==> src/rtl/pixel_stream_framer.sv <==
// Frames a raster-order RGB pixel stream: tags each accepted pixel with row/col
// and sof/eol/eof, and produces per-channel sums and a count for every completed frame.
module pixel_stream_framer #(
  parameter int WIDTH       = 640,
  parameter int HEIGHT      = 480,
  parameter int PIXEL_DEPTH = 8
) (
  input  logic                    clk,
  input  logic                    reset_n,
  input  logic                    en,
  input  logic                    flush,
  input  logic                    valid,
  input  logic [PIXEL_DEPTH-1:0]  VGA_R,
  input  logic [PIXEL_DEPTH-1:0]  VGA_G,
  input  logic [PIXEL_DEPTH-1:0]  VGA_B,
  output logic                    valid_o,
  output logic [PIXEL_DEPTH-1:0]  R_o,
  output logic [PIXEL_DEPTH-1:0]  G_o,
  output logic [PIXEL_DEPTH-1:0]  B_o,
  output logic [12:0]             row,
  output logic [12:0]             col,
  output logic                    sof,
  output logic                    eol,
  output logic                    eof,
  output logic                    frame_done,
  output logic [PIXEL_DEPTH+18:0] sum_R,
  output logic [PIXEL_DEPTH+18:0] sum_G,
  output logic [PIXEL_DEPTH+18:0] sum_B,
  output logic [15:0]             frame_count
);

  localparam int SUM_W = PIXEL_DEPTH + 19;

  typedef enum logic {IDLE, ACTIVE} state_t;

  state_t           state;
  logic [12:0]      row_p0;
  logic [12:0]      col_p0;
  logic [SUM_W-1:0] acc_r_p0;
  logic [SUM_W-1:0] acc_g_p0;
  logic [SUM_W-1:0] acc_b_p0;
  logic             accept_p0;
  logic             abort_p0;
  logic             last_col_p0;
  logic             last_pix_p0;

  function automatic logic [SUM_W-1:0] zext(input logic [PIXEL_DEPTH-1:0] v);
    return {{(SUM_W-PIXEL_DEPTH){1'b0}}, v};
  endfunction

  // Flush only matters while a frame is open; in IDLE it is ignored entirely.
  always_comb begin
    abort_p0    = (state == ACTIVE) && flush;
    accept_p0   = valid && !abort_p0 && ((state == ACTIVE) || en);
    last_col_p0 = (col_p0 == 13'(WIDTH - 1));
    last_pix_p0 = last_col_p0 && (row_p0 == 13'(HEIGHT - 1));
  end

  // ---- stage p0 -> p1: position tracking, accumulation, registered outputs
  always_ff @(posedge clk or negedge reset_n) begin
    if (!reset_n) begin
      state       <= IDLE;
      row_p0      <= '0;
      col_p0      <= '0;
      acc_r_p0    <= '0;
      acc_g_p0    <= '0;
      acc_b_p0    <= '0;
      valid_o     <= 1'b0;
      R_o         <= '0;
      G_o         <= '0;
      B_o         <= '0;
      row         <= '0;
      col         <= '0;
      sof         <= 1'b0;
      eol         <= 1'b0;
      eof         <= 1'b0;
      frame_done  <= 1'b0;
      sum_R       <= '0;
      sum_G       <= '0;
      sum_B       <= '0;
      frame_count <= '0;
    end else begin
      valid_o    <= accept_p0;
      sof        <= 1'b0;
      eol        <= 1'b0;
      eof        <= 1'b0;
      frame_done <= 1'b0;
      if (abort_p0) begin
        state    <= IDLE;
        row_p0   <= '0;
        col_p0   <= '0;
        acc_r_p0 <= '0;
        acc_g_p0 <= '0;
        acc_b_p0 <= '0;
      end else if (accept_p0) begin
        R_o <= VGA_R;
        G_o <= VGA_G;
        B_o <= VGA_B;
        row <= row_p0;
        col <= col_p0;
        sof <= (row_p0 == '0) && (col_p0 == '0);
        eol <= last_col_p0;
        eof <= last_pix_p0;
        if (last_pix_p0) begin
          // Totals include the final pixel; accumulators restart for the next frame.
          sum_R       <= acc_r_p0 + zext(VGA_R);
          sum_G       <= acc_g_p0 + zext(VGA_G);
          sum_B       <= acc_b_p0 + zext(VGA_B);
          acc_r_p0    <= '0;
          acc_g_p0    <= '0;
          acc_b_p0    <= '0;
          frame_done  <= 1'b1;
          frame_count <= frame_count + 16'd1;
          row_p0      <= '0;
          col_p0      <= '0;
          state       <= en ? ACTIVE : IDLE;
        end else begin
          acc_r_p0 <= acc_r_p0 + zext(VGA_R);
          acc_g_p0 <= acc_g_p0 + zext(VGA_G);
          acc_b_p0 <= acc_b_p0 + zext(VGA_B);
          state    <= ACTIVE;
          if (last_col_p0) begin
            col_p0 <= '0;
            row_p0 <= row_p0 + 13'd1;
          end else begin
            col_p0 <= col_p0 + 13'd1;
          end
        end
      end
    end
  end

endmodule

==> config.mk <==
export PLATFORM = sky130hd
export DESIGN_NAME = pixel_stream_framer
export DESIGN_NICKNAME = d
export VERILOG_FILES = /design/src/rtl/pixel_stream_framer.sv
export SDC_FILE = /design/constraint.sdc
export NUM_CORES = 1
export LEC_CHECK = 0
export ABC_CLOCK_PERIOD_IN_PS = 2660
export CORE_UTILIZATION = 50
export CTS_CLUSTER_SIZE = 25
export DETAILED_ROUTE_END_ITERATION = 10
export PLACE_DENSITY = 0.82
export SLEW_MARGIN = 20
export SYNTH_ARGS = -nofsm -noshare
export SYNTH_HDL_FRONTEND = slang
export SYNTH_SLANG_ARGS = --single-unit
export TNS_END_PERCENT = 1
==> constraint.sdc <==
create_clock -name clk -period 2.66 [get_ports clk]
set_input_delay 0.532 -clock clk [delete_from_list [all_inputs] [get_ports clk]]
set_output_delay 0.532 -clock clk [all_outputs]
set_load 0.02 [all_outputs]
Yosys cells after proc, flatten, opt, wreduce, memory -nomap -nowiden
Cells that the tools add are included.

Logic and storage cells: 73. Output and inout port bits: 152. Input port bits: 29. Register bits: 260.

Add/sub/neg operators: 6. Bitwise gates (word level): 1. Equal/unequal tests: 2. Reductions and logical operators: 14. Muxes and demuxes: 30.

Operator list (number): $mux W27 (9); $mux W13 (8); $add A27 B8 Y27 (3); $add A13 B1 Y13 const B (2); $logic_not A13 Y1 (2); $add A16 B1 Y16 const B (1); $eq A13 B10 Y1 const B (1); $eq A13 B9 Y1 const B (1); $mux W1 (13); $logic_and A1 B1 Y1 (5); $reduce_and A2 Y1 (2); $reduce_and A3 Y1 (1); $reduce_bool A3 Y1 (1); $reduce_bool A2 Y1 (1); $logic_not A1 Y1 (1); $logic_or A1 B1 Y1 (1); $not A1 Y1 (1).

Longest topological paths before layout
Gate-level depths: netlist (run 1).

Word-level depth: 6. Depth in mapped cells: 10. Gate-level depth less buffers: 9.

Worst setup path before layout (run 1)
Ideal clock, no wire load.

Path type: input port to flip-flop. Start: input VGA_R[4]. End: register acc_r_p0[19]. Required time: 2535 ps. Data arrival time: 2559 ps. Library setup time: 125 ps. Cell stages on the path: 7. Path buffers: 0. Setup slack: -24 ps. Cells stage by stage: ha_1 nand2_1 nor3b_1 o2111ai_2 a2111oi_0 o21ai_0 mux2_2.

Cells in the longest elaborated chain, start to end: 4.

Ends and longest elaborated chain: start, declared (RTL line 13) `input logic [PIXEL_DEPTH-1:0] VGA_R,`; $add A27 B8 Y27 (RTL line 118) `acc_r_p0 <= acc_r_p0 + zext(VGA_R);`; $mux W27 (RTL line 104) `if (last_pix_p0) begin`; $mux W27 (RTL line 95) `end else if (accept_p0) begin`; $mux W27 (RTL line 88) `if (abort_p0) begin`; end signal, assigned (RTL line 118); end, declared (RTL line 39) `logic [SUM_W-1:0] acc_r_p0;`.

No other way between the ends. The select of a mux whose other input is x is not followed. A chain may end at the register's enable or synchronous reset.

Worst setup path after layout (run 1)
Start: input VGA_B[0]. End: register acc_b_p0[26].

Cells in the longest elaborated chain, start to end: 4.

Ends and longest elaborated chain: start, declared (RTL line 15) `input logic [PIXEL_DEPTH-1:0] VGA_B,`; $add A27 B8 Y27 (RTL line 120) `acc_b_p0 <= acc_b_p0 + zext(VGA_B);`; $mux W27 (RTL line 104); $mux W27 (RTL line 95); $mux W27 (RTL line 88); end signal, assigned (RTL line 120); end, declared (RTL line 41) `logic [SUM_W-1:0] acc_b_p0;`.

No other way between the ends. The select of a mux whose other input is x is not followed.

==> results.ini, run 1 <==
[synth]
yosys_register_bits=259
ys_seq_area_share_pct=50.7
netlist_instances=1368
synth-warning-count=0
ys_types=59
synth.area.top_cells=dfrtp_1 (51%), nand2_1 (9.2%), xnor2_1 (4.3%), o21ai_0 (3.7%), ha_1 (2.8%)
async_flop_share_pct=100
syn_nets=1429
synth_edf_count=0
synthTopCellsByCount=nand2_1 (315), dfrtp_1 (259), o21ai_0 (94)
synth_ff_type=dfrtp_1
yosysTopAreaCell=dfrtp_1
syn_area_per_cell_sq_um=9.35
synth_most_common_cell=nand2_1
synth_area_sq_um=12800
yosys.area.top_type_share_pct=50.7

[sta]
relSlewSlack_pct=57.8
setup_viol=0
rsz0062_at_grt=yes
worst_pin_slew_ns=0.627
whs_ns=0.469
slew_violations=0
max_freq_mhz=389
fin_crit_sh_pct=96.7
finClkSkew_ns=0.0135
layout_setup_ws_ns=0.0872
hold_viol=0
period_needed_ns=2.57

[critical_path]
reg2reg_from=row_p0[10]
startpoint_type=input pin
path_class=in -> reg
worst_ep_arrival_time_ns=3.04
crit_chain=clkdlybuf4s50_1 -> ha_1 -> inv_1 -> fa_1 -> nand2b_1 -> a21oi_1 -> o211a_1 -> nand3_1 -> or3_1 -> nand3_1
critPathCaptureType=flip-flop
cpPeakStageDelay_ns=0.52
cp.required_ns=3.13
cp_max_fo=8
crit_buf_inv=2
crit_top_cell=nand3_1
startpoint=VGA_B[0]
critical_path.top_delay_family=simple AND/OR/NAND/NOR gates
critPathSlowestCell=clkdlybuf4s50_1

[floorplan]
dieArea_sq_um=26200
rows=58
start_util_pct=51.0
ios=181
die_w_um=162
core_area_sq_um=25100
die_y_um=162

[grt]
grt_max_degree=66
overflow=0
grt_pass1_wl_um=56000
grt_usage_pct=26.1
grt_antenna_before_repair=0
grt_pass1_vias=11400

[layout]
area_delta_synth_final_pct=28.5
nFillCells=2022
drive_gt1_share_pct=10.4
num_antenna_cells=0
final_nets=1663
utilization_pct=65.5

[power]
p_leak_nw=7.38
power_density_nw_per_um2=800
p_clk_share_pct=29.5
seqPwrFrac_pct=36.4
vdd_drop_max_mv=0.552
comb_power_share_pct=34.1
p_sw_mw=4.50
swShare_pct=34.2
p_int_mw=8.65

[placement]
gp_congestion=0.883
place_ws_ns=-0.693
dpl.hpwl_um=23100
port_buffers=180

[hold_path]
worstHoldStart=G_o[3]
hp-class=reg -> reg

[cts]
cts_buffer_depth=3
clk_pin_slew_worst_paths_ns=0.06
clockRootBuffer=clkbuf_16
numCtsBuffers=28
cts_sinks=259
cts_tree=yes
htree_levels=1
insertion_delay_ns=0.54

[route]
vias_per_cell=5.74
drc=0
drt_iter0_markers=874
wl_per_cell_um=17.4
vias=11200
drtPass1Iterations=5
wl_um=33900
final_antenna_net_count=0

[job]
drv_cap=0

[run_status]
outcome=finished, final reports clean

## area by class of cell
type | instances | area [sq um] | share of cell area [%]
multi-input combinational | 1001 | 5860 | 35.7
clock buffer | 41 | 781 | 4.75
sequential | 259 | 6480 | 39.4
timing repair buffer | 282 | 2680 | 16.3
tap | 330 | 413 | 2.51
inverter | 30 | 113 | 0.685
clock inverter | 8 | 118 | 0.715
## state kept, by name, summed over array words and instances (netlist names), 13 cells and up
name	flops
sum_R	27
row	13
acc_b_p0	27
col	13
sum_B	27
frame_count	16
acc_r_p0	27
row_p0	13
col_p0	13
sum_G	27
acc_g_p0	27
## power by group through the flow
stage               sequential (mW)  combinational [mW]  clock, mW
floorplan                      5.07                2.31          0
global placement               4.82                4.26          0
detailed placement             4.85                4.41          0
CTS                            4.78                4.46       3.92
global route                   4.84                4.89       4.10
finish                         4.79                4.49       3.88
## through the flow
step	TNS [ns]	power (mW)	std cells	instance area (sq um)
floorplan	0	7.37	1368	12800
global placement	-17.31	9.08	1901	15500
detailed placement	-22.75	9.26	1901	15500
CTS	0	13.2	1951	16400
global route	-0.0381	13.8	1951	16400
finish	0	13.2	1951	16400
## cells in the final DEF (no fill, tap or decap), types with 15 or more instances in the layout
cell | synthesis | routed
and3_1 | 32 | 31
o31ai_1 | 15 | 15
xor2_1 | 30 | 30
buf_4 | 7 | 93
nor2_1 | 33 | 32
o21ai_0 | 94 | 93
nand2_1 | 315 | 313
clkbuf_16 | 0 | 29
inv_1 | 29 | 29
clkdlybuf4s50_1 | 0 | 179
a21oi_1 | 50 | 50
nand3_1 | 45 | 45
nand4_1 | 29 | 29
xnor2_1 | 63 | 63
ha_1 | 29 | 29
o21ai_1 | 69 | 68
a22o_1 | 15 | 15
a31oi_1 | 34 | 34
dfrtp_1 | 259 | 259
## worst register-to-register path, delay by kind of cell, from the launching register on
kind | cells | cell delay, ns
compound gates | 4 | 0.67
buf+inv | 1 | 0.24
flops | 1 | 0.37
simple gates | 2 | 1.12
## path summary, 6_finish.rpt
path                       slack [ns]            to  cells after the start
min reg2reg                      0.47        G_o[3]                      2
min in group asynchronous        0.49        R_o[0]                      2
min                              0.47        G_o[3]                      2
max                              0.09  acc_b_p0[26]                     10
max reg2reg                      0.12  acc_r_p0[20]                      7
max in group asynchronous        1.36        G_o[0]                      3
## routing by layer
| layer | share of wire [%] | vias to the layer above | track usage, % |
|---|---|---|---|
| met1 | 42 | 5518 | 33.8 |
| met3 | 5.7 | 76 | 3.29 |
| li1 | - | 5246 | - |
| met2 | 49 | 359 | 45.1 |
| met5 | 0 | - | 0 |
| met4 | 2.9 | 0 | 9.31 |
## what timing repair did
item / 4_1_cts / 5_1_grt
resized for setup: 3 / 5
pin swaps: 0 / 1
setup buffers: 0 / 0
setup endpoints to repair: 40 / 14
hold endpoints to repair: 45 / 0
hold buffers: 1 / 0
## cells by family after synthesis
logic type                 share of synthesized area, %
and+or+nand+nor                                    18.4
AOI/OAI and AO/OA                                  16.1
DFF                                                50.7
buffers and inverters                              4.15
xor gates and xnor gates                           6.49
adders and majority gates                          3.31
muxes                                             0.851
Note: power is estimated with default switching activity, not from simulation.
==> inputs of run 2 (changes only) <==
CORE_UTILIZATION = 51   (was 50)
CTS_BUF_LIST = sky130_fd_sc_hd__clkbuf_4 sky130_fd_sc_hd__clkbuf_8   (was not set)
PLACE_DENSITY = 0.83   (was 0.82)
==> results.ini, run 2 (synthesis results as in run 1) <==
[placement]
gp_congestion=0.912
place_ws_ns=-0.690
place_inst=1894
dpl.hpwl_um=23100
port_buffers=180

[route]
final_antenna_net_count=0
vias=11200
drtPass1Iterations=6
drc=0
vias_per_cell=5.72
drt_iter0_markers=900
wl_per_cell_um=17.2
wl_um=33900

[critical_path]
reg2reg_depth=7
worst_ep_arrival_time_ns=3.00
crit_chain=or4_4 -> or4_1 -> buf_4 -> or3_4 -> buf_12 -> nand2_1 -> o21ai_1
reg2reg_from=row_p0[10]
ff2ff_setup_slack_ns=0.07
startpoint_type=flip-flop
cp_max_fo=82
worstReg2RegEnd=sum_G[25]
path_class=reg -> reg
critPathCaptureType=flip-flop
cpPeakStageDelay_ns=0.54
cp.required_ns=3.07
critPathSlowestCell=or4_4

[run_status]
outcome=finished, final reports clean

[power]
vdd_drop_max_mv=0.533
total_power_mw=13.0
power_density_nw_per_um2=791
p_leak_nw=7.41

[layout]
drive_gt1_share_pct=12.3
multiInputGateArea_sq_um=5870
final_nets=1678
regArea_sq_um=6480
final_common_cell=nand2_1
instances_no_fill=1968
num_antenna_cells=0
utilization_pct=67.3
area_delta_synth_final_pct=28.6
nFillCells=1882
final_cell_mix=nand2_1 (314), dfrtp_1 (259), clkdlybuf4s50_1 (179), o21ai_0 (91), buf_4 (90)

[job]
drv_cap=0

[floorplan]
die_w_um=160
core_area_sq_um=24500
ios=181
dieArea_sq_um=25700
die_y_um=160
rows=57
start_util_pct=52.3

[grt]
overflow=0
grt_max_degree=83
grt_usage_pct=26.8
grt_pass1_wl_um=56200
grt_antenna_before_repair=0
grt_pass1_vias=11300

[sta]
layout_setup_ws_ns=0.0671
worst_pin_slew_ns=0.646
relSlewSlack_pct=56.9
setup_viol=0
slew_violations=0
max_freq_mhz=386
rsz0062_at_grt=yes
finClkSkew_ns=0.0290
period_needed_ns=2.59
fin_crit_sh_pct=97.5
hold_viol=0

[hold_path]
min_path_cells=2
hp-class=reg -> reg
worstHoldStart=row[6]
min_to=row[6]

[cts]
clockRootBuffer=clkbuf_8
clk_pin_slew_worst_paths_ns=0.06
htree_levels=2
cts_buffer_depth=3
numCtsBuffers=44
insertion_delay_ns=0.55
cts_sinks=259
cts_tree=yes

==> run 2: worst max-delay path by stage <==
stage / start / end / slack, ns / cells after the start
final: row_p0[10] / sum_G[25] / 0.07 / 7
after global routing: VGA_R[4] / sum_R[19] / -0.04 / 10
after CTS: row_p0[10] / acc_r_p0[20] / 0.04 / 8
after detailed placement: VGA_G[0] / acc_g_p0[26] / -0.69 / 9
after global placement: VGA_G[0] / acc_g_p0[26] / -0.62 / 9
after floorplan: VGA_B[6] / acc_b_p0[17] / 0.07 / 9
==> run 2: timing repair <==
| action | CTS | global route |
|---|---|---|
| buffers inserted | 0 | 0 |
| hold buffers | 1 | 0 |
| pin swaps | 0 | 1 |
| resized for setup | 1 | 11 |
| endpoints found under the hold margin | 43 | 0 |
| endpoints found under the setup margin | 9 | 112 |
==> run 2: worst max-delay path, delay by kind of cell (launching register included) <==
kind            cells  cell delay, ns
compound gates      1            0.07
simple gates        4            1.57
flops               1            0.38
buf+inv             2            0.43
==> run 2: per-layer routing <==
metal | vias up | share of wire [%] | routed length [um] | track usage [%]
li1 | 5274 | - | - | -
met1 | 5488 | 43 | 14600 | 35.5
met2 | 422 | 48 | 16400 | 44.4
met3 | 64 | 5.8 | 1970 | 4.24
met4 | 0 | 2.6 | 893 | 9.91
met5 | - | 0 | 0 | 0
==> run 2: final cells by class <==
class                   instances  area share, %
well taps                     324           2.46
multi-input cells            1001           35.6
repair buffers                281           16.3
flip-flops and latches        259           39.4
clock buffers                  67           5.18
inverters                      30          0.684
clock inverters                 6          0.350
==> run 2: where the power goes <==
part           switching, mW  leakage (nW)  internal [mW]
combinational           2.63          3.40           1.92
sequential             0.350          3.53           4.43
clock                   1.56         0.483           2.13
total                   4.54          7.41           8.48
==> run 2: stage by stage <==
step           TNS, ns  cell area [sq um]  hold slack, ns
2_1_floorplan        0              12800           0.236
3_3_place_gp    -16.93              15500           0.450
3_5_place_dp    -22.94              15500           0.458
4_1_cts              0              16400           0.473
5_1_grt         -0.330              16500           0.500
6_report             0              16500           0.471
==> variant 1: new RTL, config.mk and constraints of run 2 <==
Set the parameter `PIXEL_DEPTH` to 4 (it was 8).
--- a/src/rtl/pixel_stream_framer.sv
+++ b/src/rtl/pixel_stream_framer.sv
@@ -4,5 +4,5 @@
   parameter int WIDTH       = 640,
   parameter int HEIGHT      = 480,
-  parameter int PIXEL_DEPTH = 8
+  parameter int PIXEL_DEPTH = 4
 ) (
   input  logic                    clk,
Interface: changed (9 resized); port bits go from 181 to 145. The function was not compared with the original's and may differ.
==> variant 1 against run 2 <==
- synthesized area shrank 16%
- count of clock-buffer cells in the layout is 5 lower
- worst setup slack improved by 0.17 ns
- cell area shrank 16%
- routed wire length fell by 19%
- sequential cell count shrank 36
- critical path type unchanged
- critical endpoint is now acc_g_p0[12]
- largest cell class unchanged
Power is not compared: it rests on default switching activity, and its combinational part moved more than twofold at a synthesized area within 25%.
==> variant 1: results <==
group,metric,value,unit
grt,grt_pass1_vias,9045,
place,placed_area,12900,um2
sta,skew,0.0121,ns
critical_path,reg2reg_depth,6,
outcome,status,"finished clean",
sta,finalCritPeriodShare,0.912,
detailed_routing,drtIter0Drc,642,
final_layout,drive_gt1_frac,0.111,
grt,met3_usage,0.0549,
yosys,yosys-top-cells-area,"dfrtp_1 (52%), nand2_1 (8.0%), xnor2_1 (4.6%), o21ai_0 (4.4%), a21oi_1 (2.9%)",
place,gp_congestion,0.887,
detailed_routing,dr_wl_met3,1900,um
sta,tightest_slew,0.723,ns
detailed_routing,firstDrtPassIters,5,
clock_network,clk_latency,0.52,ns
place,dp_hpwl,18500,um
final_layout,final_nets,1370,
yosys,ys_types,54,
sta,whs,0.450,ns
min_path,min_path_type,"input port to asynchronous set/reset pin",
grt,grt_max_degree,87,
critical_path,cp.arrival,2.83,ns
place,numPortBuffers,144,
grt,grt_pass1_wl,45900,um
critical_path,critPathMaxFanout,23,
grt,gr-usage-met2,0.423,
yosys,seq_area_frac_synth,0.516,
clock_network,cts_buffers,39,
critical_path,ff2ff_setup_slack,0.23,ns
detailed_routing,wl_met1,11800,um
yosys,synth.top_cells.by_count,"nand2_1 (230), dfrtp_1 (223), o21ai_0 (94)",
[variant 1: changes by cell type in the layout (fill, tap and decap cells not counted), sizes merged, moves of 15 or more]
cell	delta
nand2	-85
o21ai	-72
buf	-41
clkdlybuf4s50	-36
dfrtp	-36
nand2b	+18
and3	-15
[variant 1: path summary, 6_finish.rpt]
path                                start      endpoint
max in group asynchronous         reset_n     sum_B[20]
worst min register to register     row[2]        row[2]
worst min-delay path              reset_n     col_p0[0]
min in group clk                   row[2]        row[2]
worst max register to register  row_p0[9]  acc_g_p0[12]
worst max-delay path            row_p0[9]  acc_g_p0[12]
[variant 1: worst max-delay path, cell delays in order, from the launching register on]
cell and delay, ns:
dfrtp_1 0.45, or4_4 0.57, or4_4 0.48, o31ai_4 0.24, buf_12 0.21, o21ai_0 0.10, a22o_1 0.24
[variant 1: logic make-up after synthesis]
kind of cell	Yosys count	share of synthesized area
compound gates	258	0.142
buf+inv	92	0.0340
simple gates	466	0.207
flops	223	0.516
mux	7	0.00694
xor+xnor	84	0.0680
fa+ha+maj	20	0.0252
[variant 1: layout make-up]
type,instances,area (um2),area share
Timing Repair Buffer,204,2010,0.146
Sequential cell,223,5580,0.405
Tap cell,270,338,0.0245
Multi-Input combinational cell,835,4920,0.357
Clock buffer,62,772,0.0560
Clock inverter,6,57.6,0.00417
Inverter,30,113,0.00817
[variant 1: metrics by stage]
| step | utilization | power [uW] | instances |
|---|---|---|---|
| 3_3_place_gp | 0.632 | 6170 | 1561 |
| 6_report | 0.673 | 9520 | 1630 |
| 4_1_cts | 0.673 | 9590 | 1630 |
| 2_1_floorplan | - | 5290 | 1150 |
| 5_1_grt | 0.673 | 10000 | 1630 |
| 3_5_place_dp | 0.632 | 6260 | 1561 |
==> variant 2: new RTL, settings of run 2 <==
Made on the original files. Reset style: synchronous (`reset_n`), changed in one clocked block.
--- a/src/rtl/pixel_stream_framer.sv
+++ b/src/rtl/pixel_stream_framer.sv
@@ -58,5 +58,5 @@
 
   // ---- stage p0 -> p1: position tracking, accumulation, registered outputs
-  always_ff @(posedge clk or negedge reset_n) begin
+  always_ff @(posedge clk) begin
     if (!reset_n) begin
       state       <= IDLE;
Formal check against the unedited RTL: differs if reset_n is asserted again (counterexample within 4 cycles, from zero or initial values and one cycle with reset_n low); with reset_n held inactive, the same outputs for 4 cycles.
==> variant 2 against run 2 <==
- utilization is 1.4 points higher
- routed wire length is 2.5% higher
- synthesized area is 7.6% lower
- highest routed layer unchanged
- sequential cell count stayed put
- clock skew is 0.013 ns lower
- worst setup slack hardly changed
- cell area is 5.2% lower
- critical path type unchanged
Power is not compared: it rests on default switching activity, and its combinational part moved more than twofold at a synthesized area within 25%.
==> variant 2: results <==
group,metric,value,unit
outcome,status,"finished clean",
place,placed_area,14700,um2
final_layout,drive_gt1_frac,0.125,
detailed_routing,met2_wirelength,16000,um
place,gp_congestion,0.923,
clock_network,cts_buffers,43,
critical_path,crit_start,"row_p0[9]",
yosys,seq_area_frac_synth,0.439,
critical_path,max_stage_delay,0.59,ns
grt,grtUsageTotal,0.290,
yosys,ys_types,57,
yosys,synth_compound_area_frac,0.180,
detailed_routing,wl,34800,um
yosys,synth.top_cells.by_count,"dfxtp_1 (259), nand2_1 (212), a21oi_1 (156)",
detailed_routing,via_count,11600,
min_path,min_path_type,"input port to flip-flop",
final_layout,final_nets,1757,
yosys,yosys-top-cells-area,"dfxtp_1 (44%), nand2_1 (6.7%), a21oi_1 (6.6%), xor2_1 (4.7%), nor2_1 (4.3%)",
critical_path,timing.rr.end,"frame_count[13]",
min_path,min_to,"B_o[0]",
sta,tightest_slew,0.521,ns
grt,antenna_found_initial,0,
yosys,async_flop_share,0,
detailed_routing,dr_wl_met3,2860,um
yosys,synthAdderAreaFrac,0.0358,
grt,grt_max_degree,112,
yosys,synthMuxAreaShare,0.000847,
detailed_routing,firstDrtPassIters,5,
sta,skew,0.0164,ns
sta,whs,0.284,ns
min_path,hold_depth,3,
min_path,min_from,"VGA_B[0]",
yosys,syn_nets,1497,
critical_path,reg2reg_depth,7,
yosys,synth_xor_area_frac,0.0882,
pwr,internal_power,6320,uW
yosys,synth_ff_type,"dfxtp_1",
detailed_routing,wl_met1,14700,um
yosys,yosysWarnings,0,
final_layout,fill_cells,1798,
critical_path,cp.arrival,3.07,ns
critical_path,critPathMaxFanout,6,
pwr,p_sw_frac,0.248,
grt,grt_pass1_vias,11400,
place,pre_cts_ws,-0.562,ns
place,dp_hpwl,23800,um
grt,grt_pass1_wl,55900,um
critical_path,critPathSlowestCell,"or4_1",
sta,finalCritPeriodShare,0.975,
detailed_routing,drtIter0Drc,993,
-- variant 2: final cells by class --
cell class              instances  share of cell area
clock inverters                 8             0.00465
inverters                      25             0.00610
well taps                     285              0.0229
flip-flops and latches        259               0.332
clock buffers                  65              0.0521
multi-input cells            1069               0.400
repair buffers                298               0.181
-- variant 2: stage by stage --
| stage | cells | util |
|---|---|---|
| 2_1_floorplan | 1436 | - |
| 3_3_place_gp | 1933 | 0.645 |
| 3_5_place_dp | 1933 | 0.645 |
| 4_1_cts | 2006 | 0.684 |
| 5_1_grt | 2009 | 0.687 |
| 6_report | 2009 | 0.687 |
-- variant 2: worst register-to-register path, stage by stage (launching register included) --
cell and delay, ns:
dfxtp_1 0.35, or4_4 0.56, or4_1 0.59, nor4_4 0.18, buf_4 0.23, nand2_1 0.10
or3_1 0.33, a21oi_1 0.17
-- variant 2: routing by layer --
layer,up-vias,GRT usage
met1,5448,0.372
met4,0,0.128
met3,99,0.0504
li1,5536,-
met5,-,0
met2,522,0.479
